===== src/rtl/instr_fetch_unit.sv =====
// Instruction fetch unit: walks ROM slot addresses, captures each word and hands it to decode via valid/ready.
// Define FETCH_HALT_EN to stop fetching after the default NOP word (0x8B1F03FF) is accepted.
module instr_fetch_unit #(
  parameter int unsigned PC_WIDTH    = 8,
  parameter int unsigned ROM_LATENCY = 1,
  parameter int unsigned RESET_PC    = 0
) (
  input  logic                clk,
  input  logic                reset,
  input  logic                fetch_en,
  output logic [31:0]         rom_addr,
  input  logic [63:0]         instr_in,
  input  logic                redirect_valid,
  input  logic [PC_WIDTH-1:0] redirect_pc,
  output logic [31:0]         instr_out,
  output logic [PC_WIDTH-1:0] instr_pc,
  output logic                instr_valid,
  input  logic                instr_ready,
  output logic                fetch_busy,
  output logic                halted
);

  localparam int unsigned WAIT_W    = 4;
  localparam logic [WAIT_W-1:0] WAIT_INIT = WAIT_W'(ROM_LATENCY - 1);
`ifdef FETCH_HALT_EN
  localparam logic [31:0] NOP_WORD = 32'h8B1F_03FF;
`endif

  typedef enum logic [1:0] {
    S_IDLE = 2'd0,
    S_REQ  = 2'd1,
    S_HOLD = 2'd2,
    S_HALT = 2'd3
  } state_e;

  state_e              state_q;
  logic [PC_WIDTH-1:0] pc_q;
  logic [PC_WIDTH-1:0] pc_inc;
  logic [WAIT_W-1:0]   wait_q;
  logic [31:0]         rom_addr_q;
  logic [31:0]         instr_out_q;
  logic [PC_WIDTH-1:0] instr_pc_q;
  logic                instr_valid_q;
  logic                fetch_busy_q;
  logic                halted_q;
  logic                accept;
  logic                unused_instr_hi;

  // Slot index sits in address[19:12]; the low 12 bits are always all-ones.
  function automatic logic [31:0] slot_addr(input logic [PC_WIDTH-1:0] slot);
    return {12'h000, 8'(slot), 12'hFFF};
  endfunction

  assign pc_inc          = pc_q + PC_WIDTH'(1);
  assign accept          = instr_valid_q & instr_ready;
  assign unused_instr_hi = ^instr_in[63:32];

  // Fetch sequencer; a redirect always beats sequential advance.
  always_ff @(posedge clk) begin
    if (reset) begin
      state_q       <= S_IDLE;
      pc_q          <= PC_WIDTH'(RESET_PC);
      wait_q        <= '0;
      rom_addr_q    <= '0;
      instr_out_q   <= '0;
      instr_pc_q    <= '0;
      instr_valid_q <= 1'b0;
      fetch_busy_q  <= 1'b0;
      halted_q      <= 1'b0;
    end else begin
      case (state_q)
        S_IDLE: begin
          if (redirect_valid) pc_q <= redirect_pc;
          if (fetch_en) begin
            state_q      <= S_REQ;
            wait_q       <= WAIT_INIT;
            fetch_busy_q <= 1'b1;
            rom_addr_q   <= slot_addr(redirect_valid ? redirect_pc : pc_q);
          end
        end

        S_REQ: begin
          if (redirect_valid) begin
            pc_q   <= redirect_pc;
            wait_q <= WAIT_INIT;
            if (fetch_en) begin
              rom_addr_q <= slot_addr(redirect_pc);
            end else begin
              state_q      <= S_IDLE;
              rom_addr_q   <= '0;
              fetch_busy_q <= 1'b0;
            end
          end else if (wait_q != '0) begin
            wait_q <= wait_q - WAIT_W'(1);
          end else begin
            instr_out_q   <= instr_in[31:0];
            instr_pc_q    <= pc_q;
            instr_valid_q <= 1'b1;
            state_q       <= S_HOLD;
            rom_addr_q    <= '0;
            fetch_busy_q  <= 1'b0;
          end
        end

        S_HOLD: begin
          if (redirect_valid) begin
            // Held word is either consumed this cycle or dropped; both restart at the target.
            instr_valid_q <= 1'b0;
            pc_q          <= redirect_pc;
            state_q       <= S_REQ;
            wait_q        <= WAIT_INIT;
            rom_addr_q    <= slot_addr(redirect_pc);
            fetch_busy_q  <= 1'b1;
          end else if (accept) begin
            instr_valid_q <= 1'b0;
            pc_q          <= pc_inc;
`ifdef FETCH_HALT_EN
            if (instr_out_q == NOP_WORD) begin
              state_q  <= S_HALT;
              halted_q <= 1'b1;
            end else
`endif
            if (fetch_en) begin
              state_q      <= S_REQ;
              wait_q       <= WAIT_INIT;
              rom_addr_q   <= slot_addr(pc_inc);
              fetch_busy_q <= 1'b1;
            end else begin
              state_q <= S_IDLE;
            end
          end
        end

        S_HALT: begin
          if (redirect_valid) begin
            pc_q         <= redirect_pc;
            halted_q     <= 1'b0;
            state_q      <= S_REQ;
            wait_q       <= WAIT_INIT;
            rom_addr_q   <= slot_addr(redirect_pc);
            fetch_busy_q <= 1'b1;
          end
        end

        default: state_q <= S_IDLE;
      endcase
    end
  end

  assign rom_addr    = rom_addr_q;
  assign instr_out   = instr_out_q;
  assign instr_pc    = instr_pc_q;
  assign instr_valid = instr_valid_q;
  assign fetch_busy  = fetch_busy_q;
  assign halted      = halted_q;

endmodule

===== config.mk =====
export PLATFORM = sky130hd
export DESIGN_NAME = instr_fetch_unit
export DESIGN_NICKNAME = d
export VERILOG_FILES = /design/src/rtl/instr_fetch_unit.sv
export SDC_FILE = /design/constraint.sdc
export NUM_CORES = 1
export LEC_CHECK = 0
export BUFFER_PORTS_ARGS = -buffer_cell sky130_fd_sc_hd__buf_2
export CORE_ASPECT_RATIO = 0.5
export CORE_MARGIN = 5
export CORE_UTILIZATION = 42
export DETAILED_ROUTE_END_ITERATION = 7
export HOLD_SLACK_MARGIN = 0.02
export PLACE_DENSITY = 0.86
export SYNTH_ARGS = -nofsm -noshare
export SYNTH_HDL_FRONTEND = slang
export SYNTH_SLANG_ARGS = --single-unit

===== constraint.sdc =====
create_clock -name clk -period 1.5 [get_ports clk]
set_input_delay 0.3 -clock clk [delete_from_list [all_inputs] [get_ports clk]]
set_output_delay 0.3 -clock clk [all_outputs]
set_load 0.01 [all_outputs]

Word level (Yosys, flattened, before mapping)
Cells that the tools add are included.
{"block": "totals", "ff_bits": 88, "word_cells": 77}
{"block": "classes", "addsub": 2, "eq_ne": 12, "n_mux": 42, "bitwise_logic": 3, "n_reduce_logical": 10}
{"cell": "32-bit two-way mux", "count": 7}
{"cell": "32-bit one-hot mux with 4 select lines", "count": 1}
{"cell": "4-bit two-way mux", "count": 6}
{"cell": "8-bit two-way mux", "count": 3}
{"cell": "20-bit two-way mux", "count": 1}
{"cell": "4-bit one-hot mux with 4 select lines", "count": 1}
{"cell": "8-bit one-hot mux with 2 select lines", "count": 1}
{"cell": "3-bit inequality test, second input constant", "count": 5}
{"cell": "2-bit two-way mux", "count": 7}
{"cell": "1-bit two-way mux", "count": 12}
{"cell": "5-bit AND reduction", "count": 2}
{"cell": "8-bit by 1-bit adder with 8-bit output, second input constant", "count": 1}
{"cell": "2-bit inequality test, second input constant", "count": 4}
{"cell": "2-bit one-hot mux with 4 select lines", "count": 1}
{"cell": "4-bit AND reduction", "count": 2}
{"cell": "3-bit AND reduction", "count": 2}
{"cell": "2-bit equality test, second input constant", "count": 2}
{"cell": "1-bit one-hot mux with 4 select lines", "count": 1}
{"cell": "4-bit nonzero test", "count": 1}
{"cell": "4-bit by 1-bit subtractor with 4-bit output, second input constant", "count": 1}
{"cell": "3-bit OR reduction", "count": 1}
{"cell": "2-bit by 1-bit equality test with 1-bit output, second input constant", "count": 1}
{"cell": "2-bit logical NOT", "count": 1}
{"cell": "1-bit inverter", "count": 2}
{"cell": "other kinds (3)", "count": 3}

Depth between registers and ports, before layout
Gate-level depths: netlist of run 1.
{"block": "logic_depth", "depth_word": 5, "depth_mapped": 7, "ltp_nobuf": 6}

Worst setup path after synthesis of run 1
OpenSTA, ideal clock, no wires.
{"block": "synth_path", "path_kind": "flip-flop to flip-flop", "start": "register wait_q[0]", "end": "register rom_addr_q[15] (netlist: rom_addr[15])", "setup_time_ns": 0.071, "arrival_time_ns": 1.572, "setup_slack_ns": -0.143, "path_stages_with_launch": 8, "period_less_slack_ns": 1.643, "path_cell_list": "dfxtp_1 inv_1 ha_1 or3b_4 a32oi_4 buf_6 o211ai_1 a21oi_1"}
{"block": "synth_via", "elab_chain_len": 3}
{"item": "start: declaration", "line_no": "39", "rtl": "logic [WAIT_W-1:0] wait_q;"}
{"item": "start signal: assignment", "line_no": "94", "rtl": "wait_q <= wait_q - WAIT_W'(1);"}
{"item": "4-bit nonzero test", "line_no": "93", "rtl": "end else if (wait_q != '0) begin"}
{"item": "3-bit inequality test (no source line)"}
{"item": "5-bit AND reduction (no source line)"}
{"item": "end signal: assignment", "line_no": "87", "rtl": "rom_addr_q <= slot_addr(redirect_pc);"}
{"item": "end signal: assignment", "line_no": "112", "rtl": "rom_addr_q <= slot_addr(redirect_pc);"}
{"item": "end signal: assignment", "line_no": "126", "rtl": "rom_addr_q <= slot_addr(pc_inc);"}
{"item": "end: declaration", "line_no": "40", "rtl": "logic [31:0] rom_addr_q;"}
No other way between the ends.
A chain may end at the register's enable or synchronous reset.

Final worst setup path of run 1
{"block": "layout_path", "start": "register wait_q[0]", "end": "register instr_valid_q (netlist: instr_valid)"}
{"block": "layout_via", "elab_chain_len": 3}
{"item": "4-bit nonzero test", "line_no": "93"}
{"item": "2-bit inequality test (no source line)"}
{"item": "4-bit AND reduction (no source line)"}
{"item": "end signal: assignment", "line_no": "98", "rtl": "instr_valid_q <= 1'b1;"}
{"item": "end signal: assignment", "line_no": "108", "rtl": "instr_valid_q <= 1'b0;"}
{"item": "end signal: assignment", "line_no": "115", "rtl": "instr_valid_q <= 1'b0;"}
{"item": "end: declaration", "line_no": "43", "rtl": "logic instr_valid_q;"}
No other way between the ends.

==> out/qor.yml, run 1 <==
outcome:
  status: "complete, but fails checks"
  violations: "setup timing"
sta:
  min_period_ns: 1.91
  slew_headroom_pct: 60.7
  period_share_pct: 127
  worst_pin_slew_ns: 0.588
  fmaxAchievable_mhz: 523
  slew_viol_final: 0
  finalHoldViolations: 0
  setup_ws_ns: -0.412
  rsz0062_at_grt: "yes"
  fin_skew_ns: 0.00798
  setup_violations: 55
setup_path:
  slowest_delay_ns: 0.42
  cp_data_arrival_time_ns: 2.11
  cpMaxStageDelayCell: "or3b_4"
  critPathCaptureType: "register"
  cp.required_ns: 1.70
  path_cells: "inv_2 > ha_4 > or3b_4 > nor2_4 > buf_8 > nor2_1 > nor3_1"
  crit_type: "register to register"
  startpoint_type: "register"
  cp_max_fo: 11
routing:
  wl_um: 11400
  vias: 3569
  drt_pre_antenna_iters: 5
  viasPerCell: 5.62
  postRouteAntennaNets: 0
  drt_iter0_drc: 318
  drc: 0
  wl_per_cell_um: 17.9
pwr:
  power_density_mw_per_mm2: 1010
  power.leakage_nw: 2.21
  irDropWorstVdd_mv: 0.598
  total_power_w: 0.00492
clocking:
  clock-root-buffer: "clkbuf_16"
  tritoncts: "built"
  cts_sinks: 65
  clk_latency_ns: 0.33
  clock_path_buffers: 2
  cts-hold-fix-buffers: 0
  cts_buffers: 9
  htreeDepth: 3
  clkTransAtPathRegs_ns: 0.06
placed_design:
  hpwl_um: 6110
  placed_area_mm2: 0.00400
  pre_cts_slack_ns: -0.176
  gp_congestion: 0.889
  port_buffers: 106
  dp_cells: 611
layout:
  post-route-cell-area_mm2: 0.00487
  nets: 615
  syn_to_final_growth_pct: 50.8
  utilization_pct: 65.7
  drive_gt1_share_pct: 48.4
  diodes: 0
  instances_no_fill: 635
floorplanning:
  initial_core_util_pct: 43.6
  dieWidth_um: 134
  coreArea_mm2: 0.00740
  die_h_um: 72.0
  io_pins: 152
  rows: 22
  die-area_mm2: 0.00964
yosys:
  syn_inst: 403
  avgSynthCellArea_um2: 8.01
  synth.distinct_cells: 58
  yosys.cell_count.top_type: "nand2_1"
  async_flop_share_pct: 0
  ys_seq_area_share_pct: 40.3
  ys_seq_elements: 65
  synthFlopType: "dfxtp_1"
  synth_edf_count: 0
  yosys_warnings: 0
  synthesis.area_mm2: 0.00323
  yosys-top-cells-count: "nand2_1, dfxtp_1, a21oi_1"
  synth_top_area_share_pct: 40.3
  synth_top_cell_by_area: "dfxtp_1"
  synthTopCellsByArea: "dfxtp_1, nand2_1, a21oi_1"
grt:
  grt_max_degree: 42
  grt_util_all_layers_pct: 19.5
  grt_pass1_vias: 3091
  grt_antenna_before_repair: 0
  grt_pass1_wl_um: 15000
  gr-total-overflow: 0
run:
  drv_cap: 0
min_path:
  hp-class: "input pin to register"
placed cells by master, fill, tap and decap left out, types with 7 or more instances in the layout:
cell,count
buf_4,42
nand2_2,7
dfxtp_1,58
nand2_1,69
nand2_4,22
xnor2_1,8
clkbuf_16,11
a21oi_1,18
conb_1,13
o21ai_0,7
nor3_1,7
a21oi_2,30
buf_2,106
nor2_1,22
logic make-up (layout without fill, tap and decap cells):
group,count (synthesis),in the layout,share of synthesized area [%]
flops,65,65,40.3
fa+ha+maj,3,3,1.16
buf+inv,58,182,10.5
mux,3,3,0.969
xor+xnor,9,9,2.44
simple gates,157,157,22.3
other cells,1,13,0.116
compound gates,107,107,22.3
final timing paths:
kind / start / end / slack, ns / cells after the start
setup / recovery: wait_q[0]$_SDFFE_PP0P_ / instr_valid$_SDFFE_PP0P_ / -0.41 / 7
hold / removal: instr_in[10] / instr_out[10]$_SDFFE_PP0P_ / 0.20 / 3
hold reg to reg: instr_out[20]$_SDFFE_PP0P_ / instr_out[20]$_SDFFE_PP0P_ / 0.45 / 2
setup reg to reg: wait_q[0]$_SDFFE_PP0P_ / instr_valid$_SDFFE_PP0P_ / -0.41 / 7
registers in the layout, indices dropped and copies added (netlist names):
name	cells
fetch_busy	1
instr_out	32
instr_pc	8
instr_valid	1
pc_q	8
rom_addr	9
state_q	2
wait_q	4
metrics by stage:
step / TNS [ns] / hold slack [ns]
after floorplan: -1.42 / 0.436
after global placement: -5.50 / 0.439
after detailed placement: -6.78 / 0.443
after CTS: -7.45 / 0.197
after global routing: -14.97 / 0.202
final: -11.16 / 0.204
power breakdown:
part	switching [W]	internal (W)	total [W]	leakage (nW)
registers	0.0000678	0.00182	0.00188	0.533
clock network	0.000753	0.00136	0.00211	0.148
logic	0.000509	0.000410	0.000919	1.53
total	0.00133	0.00359	0.00492	2.21
worst max-delay path: cells and delay by family, from the launching register on:
family | cells | cell delay (ns)
buffers and inverters | 2 | 0.27
flip-flops | 1 | 0.32
AND/OR/NAND/NOR | 4 | 1.06
adder cells (fa/ha/maj) | 1 | 0.13
area by class of cell:
type / count / area [um2]
clock buffers: 12 / 256
clock inverters: 3 / 40.0
fillers: 510 / 2540
inverters: 6 / 22.5
multi-input cells: 292 / 2000
flip-flops and latches: 65 / 1310
well taps: 96 / 120
repair buffers: 161 / 1120
metal layers:
| layer | wire [um] | up-vias | GRT usage (%) |
|---|---|---|---|
| met5 | 0 | - | 0 |
| met2 | 5360 | 220 | 32.7 |
| met4 | 569 | 0 | 7.64 |
| met1 | 4470 | 1663 | 23.6 |
| met3 | 986 | 58 | 6.30 |
| li1 | - | 1628 | - |
timing repair:
item,in CTS,in global routing
setup buffers,4,0
cloned,3,3
setup endpoints to repair,59,62
resized for setup,10,99
pin swaps,3,46
Power figures use the tool's default switching activity.
==> run 2: changes to the inputs <==
--- a/config.mk
+++ b/config.mk
@@ -12,6 +12,7 @@
 export DETAILED_ROUTE_END_ITERATION = 7
 export HOLD_SLACK_MARGIN = 0.02
 export PLACE_DENSITY = 0.86
+export SKIP_LAST_GASP = 1
 export SYNTH_ARGS = -nofsm -noshare
 export SYNTH_HDL_FRONTEND = slang
 export SYNTH_SLANG_ARGS = --single-unit
==> run 2 against run 1 <==
Against the previous run: the flow still finishes with violations (setup timing); die area is the same; sequential share of layout area grew 0.097 points; worst hold slack lost 0.0028 ns; largest power group unchanged.
==> out/qor.yml, run 2 (synthesis results as in run 1) <==
setup_path:
  r2r_cells: 8  # +1
  crit_type: "register to register"
  cpMaxStageDelayCell: "or3b_4"
  cp_data_arrival_time_ns: 2.06  # -0.05 ns
  cp.required_ns: 1.75  # +0.05 ns
  critPathCaptureType: "register"
  startpoint_type: "register"
  cp_max_fo: 6  # -5
  path_cells: "inv_2 > ha_4 > or3b_4 > nor2_4 > buf_12 > buf_16 > nand2_4 > a21oi_2"
  slowest_delay_ns: 0.42  # about the same
routing:
  drt_pre_antenna_iters: 5  # unchanged
  wl_per_cell_um: 18.2  # +1.7%
  vias: 3635  # +1.8%
  drt_iter0_drc: 405  # +27%
  wl_um: 11600  # +1.7%
  postRouteAntennaNets: 0  # unchanged
  viasPerCell: 5.72  # +1.8%
  drc: 0  # unchanged
layout:
  num-fill-cells: 506  # -0.78%
  multi_input_area_mm2: 0.00198  # -0.88%
  drive_gt1_share_pct: 47.5  # -0.93 points
  seqCellArea_mm2: 0.00131  # unchanged
  largest_reg_flops: 32  # unchanged
  nets: 615  # unchanged
  final_common_cell: "buf_2"
  diodes: 0  # unchanged
  post-route-cell-area_mm2: 0.00485  # -0.36%
  syn_to_final_growth_pct: 50.3
  mostFrequentLayoutCells: "buf_2, nand2_1, dfxtp_1"
floorplanning:
  initial_core_util_pct: 43.6  # unchanged
  die-area_mm2: 0.00964  # unchanged
  die_h_um: 72.0  # unchanged
  dieWidth_um: 134  # unchanged
  rows: 22  # unchanged
  coreArea_mm2: 0.00740  # unchanged
  io_pins: 152  # unchanged
grt:
  grt_util_all_layers_pct: 19.5  # +0.030 points
  grt_pass1_wl_um: 15100  # about the same
  grt_max_degree: 42  # unchanged
  grt_pass1_vias: 3088  # -0.097%
  grt_antenna_before_repair: 0  # unchanged
  gr-total-overflow: 0  # unchanged
sta:
  finalHoldViolations: 0  # unchanged
  period_share_pct: 121  # -6.8 points
  slew_headroom_pct: 59.4  # -1.3 points
  setup_violations: 56  # +1.8%
  fmaxAchievable_mhz: 553  # +5.6%
  setup_ws_ns: -0.310  # +0.102 ns
  setup_tns_ns: -11.28  # -0.115 ns
  hold_ws_ns: 0.201  # -0.00282 ns
  slew_viol_final: 0  # unchanged
  fin_skew_ns: 0.00857  # +0.000586 ns
  rsz0062_at_grt: "yes"
  worst_pin_slew_ns: 0.608  # +0.0194 ns
  min_period_ns: 1.81  # -0.102 ns
clocking:
  tritoncts: "built"
  clock_path_buffers: 2  # unchanged
  cts_buffers: 9  # unchanged
  clock-root-buffer: "clkbuf_16"
  clk_latency_ns: 0.33  # about the same
  cts-hold-fix-buffers: 0  # unchanged
  cts_sinks: 65  # unchanged
  htreeDepth: 3  # unchanged
  clkTransAtPathRegs_ns: 0.06  # about the same
placed_design:
  hpwl_um: 6110  # unchanged
  pre_cts_slack_ns: -0.176  # unchanged
  port_buffers: 106  # unchanged
  gp_congestion: 0.889  # unchanged
  placed_area_mm2: 0.00400  # unchanged
outcome:
  violations: "setup timing"
  status: "complete, but fails checks"
pwr:
  power.leakage_nw: 2.21  # about the same
  irDropWorstVdd_mv: 0.598  # about the same
  power_density_mw_per_mm2: 1010  # +0.41%
  total_power_w: 0.00492  # about the same
run:
  drv_cap: 0  # unchanged
min_path:
  hp-class: "input pin to register"
  min_path_cells: 3  # unchanged
==> run 2: cell count changes in the layout (fill, tap and decap cells not counted) <==
cell     previous run  this run
a21oi_1            18        22
a21oi_2            30        26
nand2_1            69        70
nand2_2             7         6
o21ai_0             7         8
o21ai_1             1         0
==> run 2: what timing repair did <==
action                     in CTS  in global routing
gates cloned                    3                  3
gates resized for setup         9                 94
setup endpoints to repair      59                 62
setup buffers                   4                  0
pin swaps                       3                 46
==> run 2: worst max-delay path: cells and delay by family, from the launching register on <==
| family | cells | cell delay [ns] |
|---|---|---|
| compound gates | 1 | 0.17 |
| buf+inv | 3 | 0.40 |
| fa+ha+maj | 1 | 0.13 |
| flops | 1 | 0.32 |
| simple gates | 3 | 0.70 |
==> run 2: report_power, final <==
part / switching (W) / leakage (nW) / internal (W)
clock: 0.000754 / 0.148 / 0.00136
combinational: 0.000511 / 1.53 / 0.000410
sequential: 0.0000667 / 0.533 / 0.00182
total: 0.00133 / 2.21 / 0.00359
==> run 2: worst paths after layout <==
check / from / to / slack [ns]
max: wait_q[0]$_SDFFE_PP0P_ / instr_out[23]$_SDFFE_PP0P_ / -0.31
min: instr_in[25] / instr_out[25]$_SDFFE_PP0P_ / 0.20
max reg2reg: wait_q[0]$_SDFFE_PP0P_ / instr_out[23]$_SDFFE_PP0P_ / -0.31
min reg2reg: instr_pc[5]$_SDFFE_PP0P_ / instr_pc[5]$_SDFFE_PP0P_ / 0.45
==> run 2: final cells by class <==
cell class / instances / share of cell area (%)
Multi-Input combinational cell: 292 / 40.8
Sequential cell: 65 / 27.1
Timing Repair Buffer: 161 / 23.1
Clock buffer: 12 / 5.29
Tap cell: 96 / 2.48
Clock inverter: 3 / 0.826
Inverter: 6 / 0.464
==> run 2: stage by stage <==
step	cells	utilization (%)
3_5_place_dp	611	54.1
6_report	635	65.5
3_3_place_gp	611	54.1
2_1_floorplan	415	-
4_1_cts	633	60.2
5_1_grt	635	65.5
==> run 2: routing by layer <==
layer	wire, um	share of wire [%]	global-route usage [%]	vias to the layer above
met3	1120	9.7	6.51	64
met1	4460	38	23.7	1687
met4	617	5.3	7.30	0
met5	0	0	0	-
li1	-	-	-	1625
met2	5380	46	32.8	259
==> run 3: changes to the inputs <==
--- a/config.mk
+++ b/config.mk
@@ -10,6 +10,7 @@
 export CORE_MARGIN = 5
 export CORE_UTILIZATION = 42
 export DETAILED_ROUTE_END_ITERATION = 7
+export GPL_TIMING_DRIVEN = 0
 export HOLD_SLACK_MARGIN = 0.02
 export PLACE_DENSITY = 0.86
 export SKIP_LAST_GASP = 1
==> run 3 against run 2 <==
Against the previous run: the flow still finishes with violations (setup timing); critical path depth is the same; final area grew 2.0%; first-iteration DRC count down 5.7%; total power down 2.7%; via count increased by 1.1%.
==> out/qor.yml, run 3 (synthesis results as in run 1) <==
placed_design:
  gp_congestion: 0.878  # -1.2%
  port_buffers: 105  # -0.94%
  hpwl_um: 6490  # +6.3%
min_path:
  hp-class: "input pin to register"
sta:
  setup_ws_ns: -0.273  # +0.0364 ns
  finalHoldViolations: 0  # unchanged
  setup_violations: 57  # +1.8%
  slew_headroom_pct: 50.9  # -8.5 points
  rsz0062_at_grt: "yes"
  worst_pin_slew_ns: 0.736  # +0.129 ns
  fin_skew_ns: 0.00575  # -0.00282 ns
  slew_viol_final: 0  # unchanged
  setup_tns_ns: -9.01  # +2.27 ns
  fmaxAchievable_mhz: 564  # +2.1%
  min_period_ns: 1.77  # -0.0364 ns
  period_share_pct: 118  # -2.4 points
clocking:
  clkTransAtPathRegs_ns: 0.05  # about the same
  cts_sinks: 65  # unchanged
  clock-root-buffer: "clkbuf_16"
  cts-hold-fix-buffers: 0  # unchanged
  tritoncts: "built"
  clock_path_buffers: 2  # unchanged
  cts_buffers: 9  # unchanged
  htreeDepth: 3  # unchanged
  clk_latency_ns: 0.33  # about the same
layout:
  syn_to_final_growth_pct: 53.3
  mostFrequentLayoutCells: "buf_2, nand2_1, dfxtp_1"
  diodes: 0  # unchanged
  utilization_pct: 66.8  # +1.3 points
  largest_reg_flops: 32  # unchanged
  nets: 631  # +2.6%
  final_common_cell: "buf_2"
  seqCellArea_mm2: 0.00131  # about the same
  num-fill-cells: 504  # -0.40%
  drive_gt1_share_pct: 49.9  # +2.4 points
  multi_input_area_mm2: 0.00206  # +4.0%
pwr:
  irDropWorstVdd_mv: 0.636  # +6.3%
  power_density_mw_per_mm2: 967  # -4.6%
  power.leakage_nw: 2.28  # +3.2%
  total_power_w: 0.00479  # -2.7%
routing:
  vias: 3676  # +1.1%
  wl_um: 11700  # +0.79%
  drc: 0  # unchanged
  drt_pre_antenna_iters: 5  # unchanged
  postRouteAntennaNets: 0  # unchanged
  viasPerCell: 5.65  # -1.4%
  wl_per_cell_um: 17.9  # -1.7%
  drt_iter0_drc: 382  # -5.7%
grt:
  grt_util_all_layers_pct: 20.0  # +0.48 points
  grt_pass1_wl_um: 15700  # +4.0%
  grt_antenna_before_repair: 0  # unchanged
  grt_pass1_vias: 3173  # +2.8%
  grt_max_degree: 14  # -67%
  gr-total-overflow: 0  # unchanged
setup_path:
  cp_max_fo: 8  # +2
  critPathCaptureType: "register"
  crit_type: "register to register"
  r2r_slack_ns: -0.27  # +0.04 ns
  startpoint_type: "register"
  cp.required_ns: 1.68  # -0.07 ns
  cp_data_arrival_time_ns: 1.95  # -0.11 ns
floorplanning:
  initial_core_util_pct: 43.6  # unchanged
  coreArea_mm2: 0.00740  # unchanged
  dieWidth_um: 134  # unchanged
  rows: 22  # unchanged
  die_h_um: 72.0  # unchanged
  io_pins: 152  # unchanged
  die-area_mm2: 0.00964  # unchanged
outcome:
  status: "complete, but fails checks"
  violations: "setup timing"
run:
  drv_cap: 0  # unchanged
[run 3: cell count changes in the layout (fill, tap and decap cells not counted), moves of 3 or more]
cell      delta
a21oi_1      -3
a21oi_2      +3
buf_2        +5
buf_4        -7
buf_6        +4
buf_8        +5
clkbuf_1     +9
clkbuf_2     +4
nand2_4      +3
nor2_1       -3
nor2_2       +3
[run 3: cell type report]
class	instances	share of cell area, %
Buffer	52	7.92
Clock buffer	12	4.98
Clock inverter	3	0.354
Inverter	6	0.455
Multi-Input combinational cell	292	41.6
Sequential cell	65	26.5
Tap cell	96	2.43
Timing Repair Buffer	125	15.8
[run 3: timing repair]
item / CTS / global route
gates cloned: 5 / 0
buffers inserted: 10 / 7
pin swaps: 15 / 55
setup endpoints to repair: 60 / 72
resized for setup: 52 / 102
[run 3: worst paths after layout]
path / startpoint / end / cells past startpoint
worst max-delay path: wait_q[0]$_SDFFE_PP0P_ / rom_addr[18]$_SDFFE_PP0P_ / 8
worst min-delay path: instr_in[20] / instr_out[20]$_SDFFE_PP0P_ / 3
worst max register to register: wait_q[0]$_SDFFE_PP0P_ / rom_addr[18]$_SDFFE_PP0P_ / 8
worst min register to register: instr_out[20]$_SDFFE_PP0P_ / instr_out[20]$_SDFFE_PP0P_ / 2
[run 3: power by group]
| group | total (W) | leakage (nW) | internal, W | switching (W) |
|---|---|---|---|---|
| Combinational | 0.00100 | 1.62 | 0.000465 | 0.000537 |
| Sequential | 0.00190 | 0.533 | 0.00182 | 0.0000792 |
| Clock | 0.00189 | 0.128 | 0.00115 | 0.000741 |
| Total | 0.00479 | 2.28 | 0.00343 | 0.00136 |
[run 3: worst max-delay path, stage by stage (launching register included)]
cell      delay [ns]
dfxtp_2         0.32
inv_2           0.07
ha_4            0.13
or3b_4          0.42
a32oi_4         0.23
buf_12          0.16
buf_8           0.12
buf_12          0.10
a311oi_1        0.06
[run 3: metal layers]
layer | part of all wire [%] | global-route usage [%] | up-vias
met5 | 0 | 0 | -
met4 | 4.1 | 7.30 | 0
met3 | 9.9 | 5.40 | 53
met2 | 48 | 33.8 | 262
met1 | 38 | 24.9 | 1711
li1 | - | - | 1650
[run 3: through the flow]
| step | std cells | instance area, um2 | hold slack, ns | worst slack, ns |
|---|---|---|---|---|
| after floorplan | 415 | 3280 | 0.436 | -0.0853 |
| after global placement | 616 | 3930 | 0.439 | -0.288 |
| after detailed placement | 616 | 3930 | 0.443 | -0.392 |
| after CTS | 646 | 4570 | 0.200 | -0.303 |
| after global routing | 651 | 4950 | 0.205 | -0.318 |
| final | 651 | 4950 | 0.204 | -0.273 |
